--- config.mk ---
export PLATFORM = sky130hd
export DESIGN_NAME = axi_lite_slave_regs
export DESIGN_NICKNAME = d
export VERILOG_FILES = /design/src/rtl/axi_lite_slave_regs.sv
export SDC_FILE = /design/constraint.sdc
export NUM_CORES = 1
export LEC_CHECK = 0
export BUFFER_PORTS_ARGS = -buffer_cell sky130_fd_sc_hd__buf_2
export CORE_ASPECT_RATIO = 0.6
export CORE_UTILIZATION = 25
export CTS_BUF_LIST = sky130_fd_sc_hd__clkbuf_16
export CTS_CLUSTER_SIZE = 28
export DETAILED_ROUTE_END_ITERATION = 16
export PLACE_DENSITY = 0.48
export SLEW_MARGIN = 5
export SYNTH_ARGS = -nofsm -noshare
export SYNTH_HDL_FRONTEND = slang
export SYNTH_SLANG_ARGS = --single-unit
--- constraint.sdc ---
create_clock -name ACLK -period 3.71 [get_ports ACLK]
set_clock_uncertainty 0.15 [all_clocks]
set_input_delay 0.371 -clock ACLK [delete_from_list [all_inputs] [get_ports ACLK]]
set_output_delay 0.371 -clock ACLK [all_outputs]
set_load 0.05 [all_outputs]
--- src/rtl/axi_lite_slave_regs.sv ---
// AXI4-Lite slave exposing a small bank of byte-strobed RW registers.
// Independent write (AW/W -> B) and read (AR -> R) engines; register contents exported flat on reg_out.
module axi_lite_slave_regs #(
  parameter int ADDR_WIDTH = 4,
  parameter int DATA_WIDTH = 32,
  parameter int NUM_REGS   = 3
) (
  input  logic                           ACLK,
  input  logic                           ARESET,
  input  logic [ADDR_WIDTH-1:0]          AWADDR,
  input  logic                           AWVALID,
  output logic                           AWREADY,
  input  logic [DATA_WIDTH-1:0]          WDATA,
  input  logic [DATA_WIDTH/8-1:0]        WSTRB,
  input  logic                           WVALID,
  output logic                           WREADY,
  output logic                           BVALID,
  input  logic                           BREADY,
  output logic [1:0]                     BRESP,
  input  logic [ADDR_WIDTH-1:0]          ARADDR,
  input  logic                           ARVALID,
  output logic                           ARREADY,
  output logic [DATA_WIDTH-1:0]          RDATA,
  output logic                           RVALID,
  input  logic                           RREADY,
  output logic [1:0]                     RRESP,
  output logic [NUM_REGS*DATA_WIDTH-1:0] reg_out
);

  localparam int STRB_W = DATA_WIDTH / 8;
  localparam int IDX_W  = ADDR_WIDTH - 2;

  localparam logic [1:0] RESP_OKAY   = 2'b00;
  localparam logic [1:0] RESP_SLVERR = 2'b10;

  typedef enum logic { W_IDLE = 1'b0, W_RESP = 1'b1 } w_state_t;
  typedef enum logic { R_IDLE = 1'b0, R_RESP = 1'b1 } r_state_t;

  function automatic logic idx_mapped(input logic [IDX_W-1:0] idx);
    return (int'(idx) < NUM_REGS);
  endfunction

  function automatic logic [DATA_WIDTH-1:0] apply_strb(
    input logic [DATA_WIDTH-1:0] old_word,
    input logic [DATA_WIDTH-1:0] new_word,
    input logic [STRB_W-1:0]     strb
  );
    logic [DATA_WIDTH-1:0] merged;
    merged = old_word;
    for (int b = 0; b < STRB_W; b++) begin
      if (strb[b]) begin
        merged[8*b +: 8] = new_word[8*b +: 8];
      end else begin
        merged[8*b +: 8] = old_word[8*b +: 8];
      end
    end
    return merged;
  endfunction

  w_state_t              w_state_q,  w_state_d;
  logic                  aw_held_q,  aw_held_d;
  logic                  w_held_q,   w_held_d;
  logic [IDX_W-1:0]      awidx_q,    awidx_d;
  logic [DATA_WIDTH-1:0] wdata_q,    wdata_d;
  logic [STRB_W-1:0]     wstrb_q,    wstrb_d;
  logic                  bvalid_q,   bvalid_d;
  logic [1:0]            bresp_q,    bresp_d;
  logic [DATA_WIDTH-1:0] regs_q [NUM_REGS];
  logic [DATA_WIDTH-1:0] regs_d [NUM_REGS];

  r_state_t              r_state_q,  r_state_d;
  logic                  rvalid_q,   rvalid_d;
  logic [1:0]            rresp_q,    rresp_d;
  logic [DATA_WIDTH-1:0] rdata_q,    rdata_d;

  logic                  aw_hs_s, w_hs_s, ar_hs_s;
  logic                  addr_avail_s, data_avail_s;
  logic [IDX_W-1:0]      wr_idx_s, rd_idx_s;
  logic [DATA_WIDTH-1:0] wr_data_s, rd_word_s;
  logic [STRB_W-1:0]     wr_strb_s;
  logic                  unused_addr_bits_s;

  // Readies come straight from registered state so the master sees them without a cycle of delay.
  assign AWREADY = !ARESET && (w_state_q == W_IDLE) && !aw_held_q;
  assign WREADY  = !ARESET && (w_state_q == W_IDLE) && !w_held_q;
  assign ARREADY = !ARESET && (r_state_q == R_IDLE);

  assign aw_hs_s = AWVALID && AWREADY;
  assign w_hs_s  = WVALID  && WREADY;
  assign ar_hs_s = ARVALID && ARREADY;

  assign addr_avail_s = aw_held_q || aw_hs_s;
  assign data_avail_s = w_held_q  || w_hs_s;
  assign wr_idx_s     = aw_held_q ? awidx_q : AWADDR[ADDR_WIDTH-1:2];
  assign wr_data_s    = w_held_q  ? wdata_q : WDATA;
  assign wr_strb_s    = w_held_q  ? wstrb_q : WSTRB;
  assign rd_idx_s     = ARADDR[ADDR_WIDTH-1:2];

  assign unused_addr_bits_s = ^{AWADDR[1:0], ARADDR[1:0]};

  assign BVALID = bvalid_q;
  assign BRESP  = bresp_q;
  assign RVALID = rvalid_q;
  assign RRESP  = rresp_q;
  assign RDATA  = rdata_q;

  genvar gi;
  generate
    for (gi = 0; gi < NUM_REGS; gi++) begin : g_reg_out
      assign reg_out[gi*DATA_WIDTH +: DATA_WIDTH] = regs_q[gi];
    end
  endgenerate

  // Read mux over the register bank; unmapped indices select nothing and yield zero.
  always_comb begin
    rd_word_s = {DATA_WIDTH{1'b0}};
    for (int i = 0; i < NUM_REGS; i++) begin
      if (rd_idx_s == i[IDX_W-1:0]) begin
        rd_word_s = regs_q[i];
      end else begin
        rd_word_s = rd_word_s;
      end
    end
  end

  // Write engine: collect AW and W in either order, commit on the edge both are present.
  always_comb begin
    w_state_d = w_state_q;
    aw_held_d = aw_held_q;
    w_held_d  = w_held_q;
    awidx_d   = awidx_q;
    wdata_d   = wdata_q;
    wstrb_d   = wstrb_q;
    bvalid_d  = bvalid_q;
    bresp_d   = bresp_q;
    regs_d    = regs_q;
    case (w_state_q)
      W_IDLE: begin
        if (addr_avail_s && data_avail_s) begin
          if (idx_mapped(wr_idx_s)) begin
            for (int i = 0; i < NUM_REGS; i++) begin
              if (wr_idx_s == i[IDX_W-1:0]) begin
                regs_d[i] = apply_strb(regs_q[i], wr_data_s, wr_strb_s);
              end else begin
                regs_d[i] = regs_q[i];
              end
            end
            bresp_d = RESP_OKAY;
          end else begin
            bresp_d = RESP_SLVERR;
          end
          bvalid_d  = 1'b1;
          aw_held_d = 1'b0;
          w_held_d  = 1'b0;
          w_state_d = W_RESP;
        end else begin
          if (aw_hs_s) begin
            awidx_d   = AWADDR[ADDR_WIDTH-1:2];
            aw_held_d = 1'b1;
          end else begin
            awidx_d   = awidx_q;
          end
          if (w_hs_s) begin
            wdata_d  = WDATA;
            wstrb_d  = WSTRB;
            w_held_d = 1'b1;
          end else begin
            wdata_d  = wdata_q;
          end
        end
      end
      W_RESP: begin
        if (BREADY) begin
          bvalid_d  = 1'b0;
          w_state_d = W_IDLE;
        end else begin
          bvalid_d  = 1'b1;
        end
      end
      default: begin
        bvalid_d  = 1'b0;
        w_state_d = W_IDLE;
      end
    endcase
  end

  // Read engine: one beat per AR, held stable until RREADY; RDATA keeps its value while idle.
  always_comb begin
    r_state_d = r_state_q;
    rvalid_d  = rvalid_q;
    rresp_d   = rresp_q;
    rdata_d   = rdata_q;
    case (r_state_q)
      R_IDLE: begin
        if (ar_hs_s) begin
          rdata_d   = rd_word_s;
          rresp_d   = idx_mapped(rd_idx_s) ? RESP_OKAY : RESP_SLVERR;
          rvalid_d  = 1'b1;
          r_state_d = R_RESP;
        end else begin
          rvalid_d  = 1'b0;
        end
      end
      R_RESP: begin
        if (RREADY) begin
          rvalid_d  = 1'b0;
          r_state_d = R_IDLE;
        end else begin
          rvalid_d  = 1'b1;
        end
      end
      default: begin
        rvalid_d  = 1'b0;
        r_state_d = R_IDLE;
      end
    endcase
  end

  // State and output registers; reset discards any half-collected or unacknowledged transaction.
  always_ff @(posedge ACLK) begin
    if (ARESET) begin
      w_state_q <= W_IDLE;
      aw_held_q <= 1'b0;
      w_held_q  <= 1'b0;
      awidx_q   <= {IDX_W{1'b0}};
      wdata_q   <= {DATA_WIDTH{1'b0}};
      wstrb_q   <= {STRB_W{1'b0}};
      bvalid_q  <= 1'b0;
      bresp_q   <= RESP_OKAY;
      for (int i = 0; i < NUM_REGS; i++) begin
        regs_q[i] <= {DATA_WIDTH{1'b0}};
      end
      r_state_q <= R_IDLE;
      rvalid_q  <= 1'b0;
      rresp_q   <= RESP_OKAY;
      rdata_q   <= {DATA_WIDTH{1'b0}};
    end else begin
      w_state_q <= w_state_d;
      aw_held_q <= aw_held_d;
      w_held_q  <= w_held_d;
      awidx_q   <= awidx_d;
      wdata_q   <= wdata_d;
      wstrb_q   <= wstrb_d;
      bvalid_q  <= bvalid_d;
      bresp_q   <= bresp_d;
      for (int i = 0; i < NUM_REGS; i++) begin
        regs_q[i] <= regs_d[i];
      end
      r_state_q <= r_state_d;
      rvalid_q  <= rvalid_d;
      rresp_q   <= rresp_d;
      rdata_q   <= rdata_d;
    end
  end

endmodule

=== After elaboration in Yosys (flattened, before gate mapping) ===
Cells that the tools add are included.
W data, S select, Z words.

* Register bits: 175
* Bits of input ports: 51
* Output and inout port bits: 137
* Logic and storage cells: 88

* Order comparisons: 2
* Equal/unequal tests: 5
* Muxes and demuxes: 20
* Bitwise operators: 3
* Reductions and logical operators: 35

{| class="wikitable"
|+ Operators with widths
! cell !! number
|-
| $mux W32 || 4
|-
| $reduce_and A5 Y1 || 12
|-
| $mux W1 || 9
|-
| $logic_and A1 B1 Y1 || 8
|-
| $reduce_and A2 Y1 || 4
|-
| $mux W2 || 3
|-
| $pmux W1 S2 || 3
|-
| $reduce_and A3 Y1 || 2
|-
| $eq A2 B1 Y1 const B || 2
|-
| $eq A2 B2 Y1 const B || 2
|-
| $logic_not A2 Y1 || 2
|-
| $lt A2 B2 Y1 const B || 2
|-
| $mux W4 || 1
|-
| $reduce_bool A2 Y1 || 2
|-
| $logic_not A1 Y1 || 3
|-
| $not A1 Y1 || 3
|-
| $logic_or A1 B1 Y1 || 2
|-
| $ne A2 B1 Y1 const B || 1
|}

=== Depth between registers and ports, before layout ===
* Depth in word-level cells: 8
* Gate-level depth with buffers: 7
* Mapped depth without buffers: 4

=== Worst setup path after synthesis ===
Ideal clock, no wire load.

* Path type: input to output
* Start point: input port ARESET
* End point: output port AWREADY
* Arrival time: 2.045 ns
* Data required time: 3.189 ns
* Slack: 1.144 ns
* Stages on the path: 4
* Path buffers: 3
* Cell sequence: clkbuf_1 buf_1 clkbuf_1 nor3_1

* Longest elaborated chain between the ends: 3

{| class="wikitable"
|+ Ends and longest elaborated chain
! item !! RTL line !! source
|-
| from (decl) || 9 || <nowiki>input logic ARESET,</nowiki>
|-
| $logic_not A1 Y1 || 84 || <nowiki>assign AWREADY = !ARESET && (w_state_q == W_IDLE) && !aw_held_q;</nowiki>
|-
| $logic_and A1 B1 Y1 (2 in a row) || 84 ||
|-
| to (decl) || 12 || <nowiki>output logic AWREADY,</nowiki>
|}

Every way passes these cells.

=== Worst setup path after layout ===
* Start point: input port ARESET
* End point: register wdata_q[2]

* Longest elaborated chain between the ends: 8
* Elaborated cells on any way between the ends: 11
* Those cells by class: bitwise: 1; reduce/logical: 10

{| class="wikitable"
|+ Ends and longest elaborated chain
! item !! RTL line !! source
|-
| $logic_not A1 Y1 || 84, 85 ||
|-
| $logic_and A1 B1 Y1 || 84, 85 ||
|-
| $logic_and A1 B1 Y1 (on tied branches) || 84, 85 ||
|-
| $logic_and A1 B1 Y1 (on tied branches) || 88, 89 ||
|-
| $logic_or A1 B1 Y1 (on tied branches) || 92, 93 ||
|-
| $logic_and A1 B1 Y1 || 139 || <nowiki>if (addr_avail_s && data_avail_s) begin</nowiki>
|-
| $not A1 Y1 (no source line) || - ||
|-
| $reduce_and A3 Y1 (no source line) || - ||
|-
| to (signal assigned) || 226 || <nowiki>wdata_q <= {DATA_WIDTH{1'b0}};</nowiki>
|-
| to (signal assigned) || 242 || <nowiki>wdata_q <= wdata_d;</nowiki>
|-
| to (decl) || 64 || <nowiki>logic [DATA_WIDTH-1:0] wdata_q, wdata_d;</nowiki>
|}

Several ways; a longest one is shown, not always the timed one.
A chain may end at the register's enable or synchronous reset.

==> out/metrics.yaml <==
outcome: "finished clean"
core_um2: 30400
ir_drop_uv: 282
synth_top_cells_by_area: "dfxtp_1 44%, mux2_2 14%, mux2i_1 8.4%"
async_reset_ff_share_pct: 0
synth_edf_count: 0
p_leak_nw: 4.34
fin_crit_sh_pct: 86.0
drv_cap: 0
hold_viol_final: 0
required_ns: 3.95
io_buffers: 181
syn_inst: 826
met2_length_um: 9990
crit_fanout: 36
via_count: 6327
grt_pass1_wl_um: 37100
p_int_mw: 3.06
cts_tree: "built"
tightestPinTransition_ns: 1.05
gr-total-overflow: 0
clockBufferDepth: 2
drc: 0
finalSetupViolations: 0
drive_gt1_share_pct: 33.6
drt_pass1_iterations: 4
wl_um: 24200
drt_iter0_drc: 266
powerDensity_nw_per_um2: 425
drv_slew: 0
setup_tns_ns: 0
synth_seq_area_share_pct: 44.1
die_y_um: 139
place_area_um2: 9150
met1_length_um: 13000
yosysWarnings: 0
worstPathArrival_ns: 3.43
p_seq_share_pct: 45.0
path_clk_slew_ns: 0.08
die_x_um: 231
gp_congestion: 0.747
avgViaCountPerCell: 4.43
fin_area_um2: 10000
antenna_cells: 0
antenna_found_initial: 0
power.share.clock_pct: 44.4
min_period_ns: 3.19
route.met3.wl_um: 1040
grt_start_max_net_pins: 88
finish.utilization_pct: 32.9
area_growth_pct: 27.4
switching_share_pct: 28.1
ys_types: 34
dpl.hpwl_um: 16200
nets: 1059
rsz0062_at_grt: "false"
holdCritPathClass: "in2reg"
switching_power_mw: 1.19
slew_headroom_pct: 29.7
clock.fmax_ghz: 0.314
wl_per_cell_um: 16.9
dieArea_um2: 32200
grt.total_usage_pct: 15.2
synth_ff_type: "dfxtp_1"
std_cell_rows: 49
cts_resized: 0
synth_top_area_share_pct: 44.1
cts-root-buf: "clkbuf_16"
h-tree-depth: 4
grt_pass1_vias: 6136
ant_nets: 0
clk_latency_ns: 0.45
synth_area_um2: 7860
end_kind: "register"
highest_layer: "met4"
ys_ff_latch: 173
syn_avg_cell_area_um2: 9.52
crit_path_start_kind: "input pin"
yosysTopAreaCell: "dfxtp_1"
worstSetupPathType: "in2reg"
mostFrequentLayoutCell: "buf_2"
final_cell_mix: "180 x buf_2, 172 x dfxtp_1, 99 x nor2b_1, 96 x mux2_2"
combPwrFrac_pct: 10.7
start_util_pct: 25.9
io_pins: 188
clock-sinks: 173
numCtsBuffers: 17
==> worst max-delay path, cell delays in order <==
cell           delay (ns)
dlygate4sd3_1        0.55
buf_6                0.16
buf_4                0.25
nor4_1               0.42
and3b_2              0.86
nand2_1              0.12
a21oi_1              0.14
dlygate4sd3_1        0.55
==> repair_timing <==
item | in CTS | in global routing
hold endpoints to repair | 30 | 0
setup buffers | 0 | 0
hold buffers | 26 | 0
==> synthesized netlist by cell type, types with 2 or more instances <==
| cell | n |
|---|---|
| buf_2 | 12 |
| nor3b_2 | 3 |
| mux2i_1 | 66 |
| and3b_1 | 3 |
| dfxtp_1 | 173 |
| nor2_1 | 74 |
| clkbuf_1 | 41 |
| nor2b_1 | 100 |
| nor3b_4 | 8 |
| nand2_1 | 75 |
| buf_1 | 2 |
| a21oi_1 | 72 |
| buf_4 | 2 |
| o21ai_0 | 33 |
| inv_1 | 2 |
| nand3b_1 | 34 |
| mux2_1 | 3 |
| nor3b_1 | 3 |
| o21ai_2 | 3 |
| mux2_2 | 96 |
| nor3_1 | 7 |
| buf_6 | 2 |
==> logic make-up (layout without fill, tap and decap cells) <==
| family | count (synthesis) | count (layout) | synth area share, % |
|---|---|---|---|
| AO/OA/AOI/OAI | 113 | 113 | 7.64 |
| AND/OR/NAND/NOR | 313 | 313 | 22.3 |
| other | 1 | 2 | 0.0477 |
| flip-flops | 173 | 173 | 44.1 |
| buffers and inverters | 61 | 255 | 3.39 |
| multiplexers | 165 | 165 | 22.6 |
==> sequential cells by signal, summed over array words and instances (netlist names), 2 cells and up <==
name / count
awidx_q: 2
RDATA: 32
wstrb_q: 4
reg_out: 96
wdata_q: 32
==> power groups by stage <==
stage,combinational [mW],clock (mW),sequential [mW]
3_3_place_gp,0.436,0,1.96
6_report,0.455,1.89,1.91
5_1_grt,0.493,2.03,1.92
2_1_floorplan,0.258,0,2.00
4_1_cts,0.461,1.96,1.91
3_5_place_dp,0.438,0,1.96
==> routing by layer <==
metal,track usage (%),vias up
li1,-,3173
met1,22.1,3013
met2,22.0,126
met3,4.02,15
met4,3.56,0
met5,0,-
==> final cells by class <==
| class | count | area (µm²) |
|---|---|---|
| inverters | 2 | 7.51 |
| flip-flops and latches | 173 | 3460 |
| clock inverters | 15 | 180 |
| well taps | 408 | 510 |
| repair buffers | 221 | 1280 |
| multi-input cells | 593 | 4150 |
| clock buffers | 17 | 425 |
| fillers | 3225 | 20400 |
==> final timing paths <==
kind | from | end | slack, ns | cells past startpoint
max | ARESET | wdata_q[2] | 0.52 | 8
min | WDATA[30] | wdata_q[30] | 0.03 | 3
max reg2reg | w_held_q | wdata_q[2] | 0.65 | 6
min reg2reg | RRESP[1] | RRESP[1] | 0.30 | 2
==> metrics by stage <==
stage	setup WS (ns)	hold slack [ns]	total power, mW	cells
finish	0.521	0.0344	4.25	1429
global route	0.266	0.0128	4.44	1429
CTS	0.514	0.000285	4.34	1429
detailed placement	0.955	0.294	2.39	1371
global placement	0.972	0.289	2.39	1371
floorplan	1.14	0.282	2.26	827
Note: power is estimated with default switching activity, not from simulation.
